### src/rtl/text_stream_sequencer.sv
// Plays zero-terminated ASCII messages out of an external synchronous ROM
// as a valid/ready character stream, with optional pacing gap and looping.
module text_stream_sequencer #(
  parameter logic [7:0] BASE0   = 8'd0,
  parameter logic [7:0] BASE1   = 8'd64,
  parameter logic [7:0] BASE2   = 8'd128,
  parameter logic [7:0] BASE3   = 8'd192,
  parameter int         MAX_LEN = 64
) (
  input  logic       clk,
  input  logic       rst_n,
  input  logic       ena,
  input  logic       start,
  input  logic       stop,
  input  logic [1:0] msg_sel,
  input  logic       loop,
  input  logic [7:0] gap,
  output logic [7:0] rom_addr,
  input  logic [7:0] rom_data,
  output logic [7:0] char_out,
  output logic       char_valid,
  input  logic       char_ready,
  output logic       busy,
  output logic       done
);

  localparam int IW = $clog2(MAX_LEN + 1);

  localparam logic [2:0] IDLE    = 3'd0;
  localparam logic [2:0] WAIT    = 3'd1;
  localparam logic [2:0] CHECK   = 3'd2;
  localparam logic [2:0] PRESENT = 3'd3;
  localparam logic [2:0] PACE    = 3'd4;
  localparam logic [2:0] END     = 3'd5;

  logic [2:0]    state;
  logic [1:0]    sel;
  logic [IW-1:0] idx;
  logic [7:0]    cnt;

  function automatic logic [7:0] base_of(input logic [1:0] s);
    case (s)
      2'd0:    base_of = BASE0;
      2'd1:    base_of = BASE1;
      2'd2:    base_of = BASE2;
      default: base_of = BASE3;
    endcase
  endfunction

  // done is decoded from the END state so it tracks the state exactly,
  // including when ena freezes the machine.
  assign busy = (state != IDLE);
  assign done = (state == END);

  always_ff @(posedge clk or negedge rst_n) begin
    if (!rst_n) begin
      state      <= IDLE;
      sel        <= '0;
      idx        <= '0;
      cnt        <= '0;
      rom_addr   <= '0;
      char_out   <= '0;
      char_valid <= 1'b0;
    end else if (ena) begin
      if (state != IDLE && stop) begin
        state      <= IDLE;
        char_valid <= 1'b0;
      end else begin
        case (state)
          IDLE: begin
            if (start && !stop) begin
              rom_addr <= base_of(msg_sel);
              sel      <= msg_sel;
              idx      <= '0;
              state    <= WAIT;
            end
          end
          WAIT: state <= CHECK;
          CHECK: begin
            if (rom_data == 8'h00) begin
              state <= END;
            end else begin
              char_out   <= rom_data;
              char_valid <= 1'b1;
              state      <= PRESENT;
            end
          end
          PRESENT: begin
            // char_valid is already high here, so acceptance can never
            // coincide with the edge on which it rises.
            if (char_ready) begin
              char_valid <= 1'b0;
              idx        <= idx + IW'(1);
              rom_addr   <= rom_addr + 8'd1;
              cnt        <= gap;
              state      <= PACE;
            end
          end
          PACE: begin
            if (cnt == 8'd0) begin
              state <= (idx == MAX_LEN[IW-1:0]) ? END : WAIT;
            end else begin
              cnt <= cnt - 8'd1;
            end
          end
          END: begin
            if (loop) begin
              rom_addr <= base_of(sel);
              idx      <= '0;
              state    <= WAIT;
            end else begin
              state <= IDLE;
            end
          end
          default: state <= IDLE;
        endcase
      end
    end
  end

endmodule

### config.mk
export PLATFORM = sky130hd
export DESIGN_NAME = text_stream_sequencer
export DESIGN_NICKNAME = d
export VERILOG_FILES = /design/src/rtl/text_stream_sequencer.sv
export SDC_FILE = /design/constraint.sdc
export NUM_CORES = 1
export LEC_CHECK = 0
export ABC_AREA = 1
export ABC_CLOCK_PERIOD_IN_PS = 1650
export BUFFER_PORTS_ARGS = -buffer_cell sky130_fd_sc_hd__buf_2
export CAP_MARGIN = 20
export CORE_AREA = 2 2 68 70
export DETAILED_ROUTE_END_ITERATION = 7
export DIE_AREA = 0 0 70 72
export PLACE_DENSITY = 0.77
export SKIP_LAST_GASP = 1
export SLEW_MARGIN = 10
export SYNTH_ARGS = -nofsm -noshare
export SYNTH_HDL_FRONTEND = slang
export SYNTH_SLANG_ARGS = --single-unit
### constraint.sdc
create_clock -name clk -period 1.65 [get_ports clk]
set_input_delay 0.165 -clock clk [delete_from_list [all_inputs] [get_ports clk]]
set_output_delay 0.165 -clock clk [all_outputs]
set_load 0.01 [all_outputs]
After elaboration in Yosys (flattened, before gate mapping)
Cells that the tools add are included.
{"block": "totals", "word_cells": 73, "ff_bits": 37}
{"block": "classes", "add_sub_neg": 3, "reduce_logical": 18, "eq_ne": 18, "mux": 25, "bitwise_logic": 2}
{"op": "case mux 8 bit (3 select lines)", "n": 3}
{"op": "two-way mux 8 bit", "n": 5}
{"op": "two-way mux 7 bit", "n": 3}
{"op": "case mux 7 bit (3 select lines)", "n": 1}
{"op": "two-way mux 3 bit", "n": 6}
{"op": "case mux 3 bit (6 select lines)", "n": 1}
{"op": "zero test 8 bit", "n": 2}
{"op": "case mux 8 bit (2 select lines)", "n": 1}
{"op": "AND reduction 4 bit", "n": 4}
{"op": "inequality test 3 bit, second input constant", "n": 4}
{"op": "nonzero test 3 bit", "n": 3}
{"op": "adder 8 x 1 -> 8 bit, second input constant", "n": 1}
{"op": "inequality test 2 bit, second input constant", "n": 4}
{"op": "subtractor 8 x 1 -> 8 bit, second input constant", "n": 1}
{"op": "adder 7 x 1 -> 7 bit, second input constant", "n": 1}
{"op": "== test 7 bit, second input constant", "n": 1}
{"op": "== test 3 x 2 -> 1 bit, second input constant", "n": 2}
{"op": "== test 3 bit, second input constant", "n": 2}
{"op": "AND reduction 6 bit", "n": 1}
{"op": "AND reduction 5 bit", "n": 1}
{"op": "== test 2 x 1 -> 1 bit, second input constant", "n": 2}
{"op": "== test 2 bit, second input constant", "n": 2}
{"op": "zero test 2 bit", "n": 2}
{"op": "two-way mux 1 bit", "n": 4}
{"op": "7 further kinds", "n": 9}

Logic depth before layout (Yosys ltp)
{"block": "logic_depth", "word_depth": 5, "mapped_depth": 11, "depth_no_buf": 11}

Worst setup path before layout
Ideal clock, no wire load.
{"block": "synth_path", "path_type": "register to register", "start": "register state[1]", "end": "register idx[5]", "path_slack_ps": 173, "period_less_slack_ps": 1477, "arrival_time_ps": 1359, "path_stages_with_launch": 10, "path_cell_list": "dfrtp_1 -> nor2_2 -> nand2_2 -> nand2_4 -> nand2_2 -> nor2_2 -> nand2_4 -> buf_6 -> nand2_1 -> o21ai_2"}
{"block": "synth_between", "elab_chain_len": 4}
{"element": "start: declaration", "line_no": "36", "rtl": "logic [2:0] state;"}
{"element": "start signal: assignment", "line_no": "101", "rtl": "state <= (idx == MAX_LEN[IW-1:0]) ? END : WAIT;"}
{"element": "nonzero test 3 bit"}
{"element": "via busy", "line_no": "23", "rtl": "output logic busy,"}
{"element": "logical AND 1 bit", "line_no": "65", "rtl": "if (state != IDLE && stop) begin"}
{"element": "NOT 1 bit (no line)"}
{"element": "AND reduction 6 bit (no line)"}
{"element": "end signal: assignment", "line_no": "93", "rtl": "idx <= idx + IW'(1);"}
{"element": "end: declaration", "line_no": "38", "rtl": "logic [IW-1:0] idx;"}
The timed path passes the listed nets, and every way through them passes these cells.
A chain may end at the register's enable or synchronous reset.

Worst setup path after layout
{"block": "layout_path", "start": "register state[1]", "end": "output port done"}
{"block": "layout_between", "elab_chain_len": 1}
{"element": "== test 3 bit", "line_no": "53", "rtl": "assign done = (state == END);"}
{"element": "end: declaration", "line_no": "24", "rtl": "output logic done"}
Every way passes these cells.

==> impl_metrics.tcl <==
set metrics [dict create \
    grt_max_degree 28 \
    synth_top_area_frac 0.405 \
    wirelength_um 5190 \
    yosys.area.top_type "dfrtp_1" \
    dr.first_iter.drc_count 86 \
    ys_seq_area_frac 0.405 \
    setup_viol 0 \
    vias_per_cell 5.12 \
    grt_setup_unrepaired "true" \
    slew_violations 0 \
    initial_utilization 0.537 \
    cts_root_buffer "clkbuf_8" \
    path_max_fanout 4 \
    fmax_ghz 0.637 \
    yosysWarnings 0 \
    max_stage_delay_ps 430 \
    place_congestion 0.915 \
    drv_cap 0 \
    area_growth_pct 20.9 \
    netlist_area_um2 2290 \
    synth_cell_type_count 28 \
    hold_viol 0 \
    htree_num_levels 2 \
    p_per_area_nw_per_um2 1470 \
    crit_arrival_ps 1410 \
    numCtsBuffers 5 \
    synth_common_cells "nand2_1 (122), dfrtp_1 (37), inv_1 (34)" \
    drive_above_1_share 0.240 \
    synth_area_leaders "dfrtp_1 (40%), nand2_1 (20%), nand3_1 (7.0%)" \
    synth_fp_nets 357 \
    critPathKind "flip-flop to output port" \
    io_pins 44 \
    timing.critical_path.cells "inv_2 -> nand3_1 -> buf_4 -> inv_1 -> buf_2" \
    final_antenna_net_count 0 \
    fin_ws_ps 79.2 \
    post-cts-setup-buffer-count 0 \
    firstDrtPassIters 5 \
    finalClockSkew_ps 5.86 \
    clk_pin_slew_ps 70 \
    fp.dieH_um 72 \
    ir_drop_mv 0.737 \
    cp-start-kind "flip-flop" \
    num-nets-final 412 \
    fin_area_um2 2770 \
    hold_class "input pin to flip-flop" \
    worst-endpoint-required_ps 1480 \
    dieArea_um2 5040 \
    worst_pin_slew_ps 443 \
    netlist_instances 327 \
    grt_pass1_wl_um 9170 \
    overflow 0 \
    fin_crit_sh 0.952 \
    synthArstFlopShare 1.00 \
    ys.flop_type "dfrtp_1" \
    ys_ff_latch 37 \
    core_um2 4260 \
    vias 2228 \
    critPathSlowestCell "dfrtp_1" \
    place_area_um2 2600 \
    ctsLongestPathBuffers 2 \
    holdPathStages 3 \
    leakagePower_nw 1.49 \
    hpwl_um 3860 \
    grt_use_total 0.227 \
    antenna_found_initial 0 \
    antenna_cells 0 \
    post-place-ws_ps 26.5 \
    reg2reg_slack_ps 130 \
    rows 24 \
    dieWidth_um 70 \
    finalPower_mw 4.07 \
    endpoint_kind "output port" \
    min_period_ps 1570 \
    worst_r2r_path_depth 8 \
    cts_tree "yes" \
    wl_per_cell_um 11.9 \
    slew_headroom 0.704 \
    grt_pass1_vias 2076 \
    cts_sinks 37 \
    synth_edf_count 0 \
    status "completed" \
    clkLatencyLatePin_ps 300 \
    drc_errors 0 \
    portBuffers 43 \
    avgSynthCellArea_um2 7.00 \
    synth.most_common_cell "nand2_1" \
]
==> layer usage <==
layer | vias up | routed length, um | global-route usage
met5 | - | 0 | 0
met4 | 0 | 65 | 0.0705
met3 | 7 | 221 | 0.0472
met2 | 46 | 2540 | 0.388
met1 | 1042 | 2370 | 0.292
li1 | 1133 | - | -
==> critical path, delay by kind of cell (launching register included) <==
kind          cells  cell delay (ps)
simple gates      1              140
buf+inv           4              550
flops             1              430
==> cells in the final DEF, fill, tap and decap left out, types with 6 or more instances in the layout <==
cell and instances:
nor2_1 27, o21ai_1 14, nand2_1 122, buf_4 9, inv_1 33, o21ai_2 7, dfrtp_1 35, o21ai_0 6
nand3_1 32, buf_2 43, clkbuf_8 6
==> state kept, by name (all words and copies together) (netlist names) <==
signal and count:
state 3, cnt 8, char_valid 1, idx 7, rom_addr 8, char_out 8, sel 2
==> cell families (layout without fill, tap and decap cells) <==
| family | after synthesis | count (layout) | share of synthesized area |
|---|---|---|---|
| multiplexers | 2 | 2 | 0.00984 |
| AO/OA/AOI/OAI | 34 | 34 | 0.0913 |
| buffers and inverters | 44 | 100 | 0.0798 |
| adder cells (fa/ha/maj) | 5 | 5 | 0.0273 |
| AND/OR/NAND/NOR | 201 | 201 | 0.372 |
| flip-flops | 37 | 37 | 0.405 |
| XOR/XNOR | 4 | 4 | 0.0153 |
==> final timing paths <==
path	end	startpoint
worst min register to register	char_out[5]	char_out[5]
worst max-delay path	done	state[1]
worst max register to register	rom_addr[4]	state[0]
min in group asynchronous	idx[4]	rst_n
worst min-delay path	char_out[5]	rom_data[5]
max in group asynchronous	rom_addr[3]	rst_n
==> cell type report <==
class | instances | area, um2
fill | 386 | 1500
multi-input combinational | 246 | 1210
sequential | 37 | 928
timing repair buffer | 53 | 293
inverter | 39 | 146
clock buffer | 6 | 82.6
tap | 52 | 65.1
clock inverter | 2 | 37.5
==> stage by stage <==
| stage | setup TNS, ps | std cells | hold WS, ps | util |
|---|---|---|---|---|
| after floorplan | 0 | 327 | -131 | - |
| after global placement | 0 | 426 | 142 | 0.610 |
| after detailed placement | 0 | 426 | 131 | 0.610 |
| after CTS | 0 | 435 | 106 | 0.640 |
| after global routing | -49.9 | 435 | 122 | 0.649 |
| final | 0 | 435 | 112 | 0.649 |
==> power breakdown <==
group	internal, mW	switching, mW	leakage [nW]
logic	0.675	1.11	0.955
clock network	0.491	0.337	0.0574
registers	1.21	0.256	0.481
==> what timing repair did <==
| item | CTS | global route |
|---|---|---|
| hold buffers | 1 | 0 |
| resized for setup | 0 | 10 |
| hold endpoints to repair | 18 | 0 |
| setup endpoints to repair | 0 | 29 |
(Power assumes the default switching activity.)
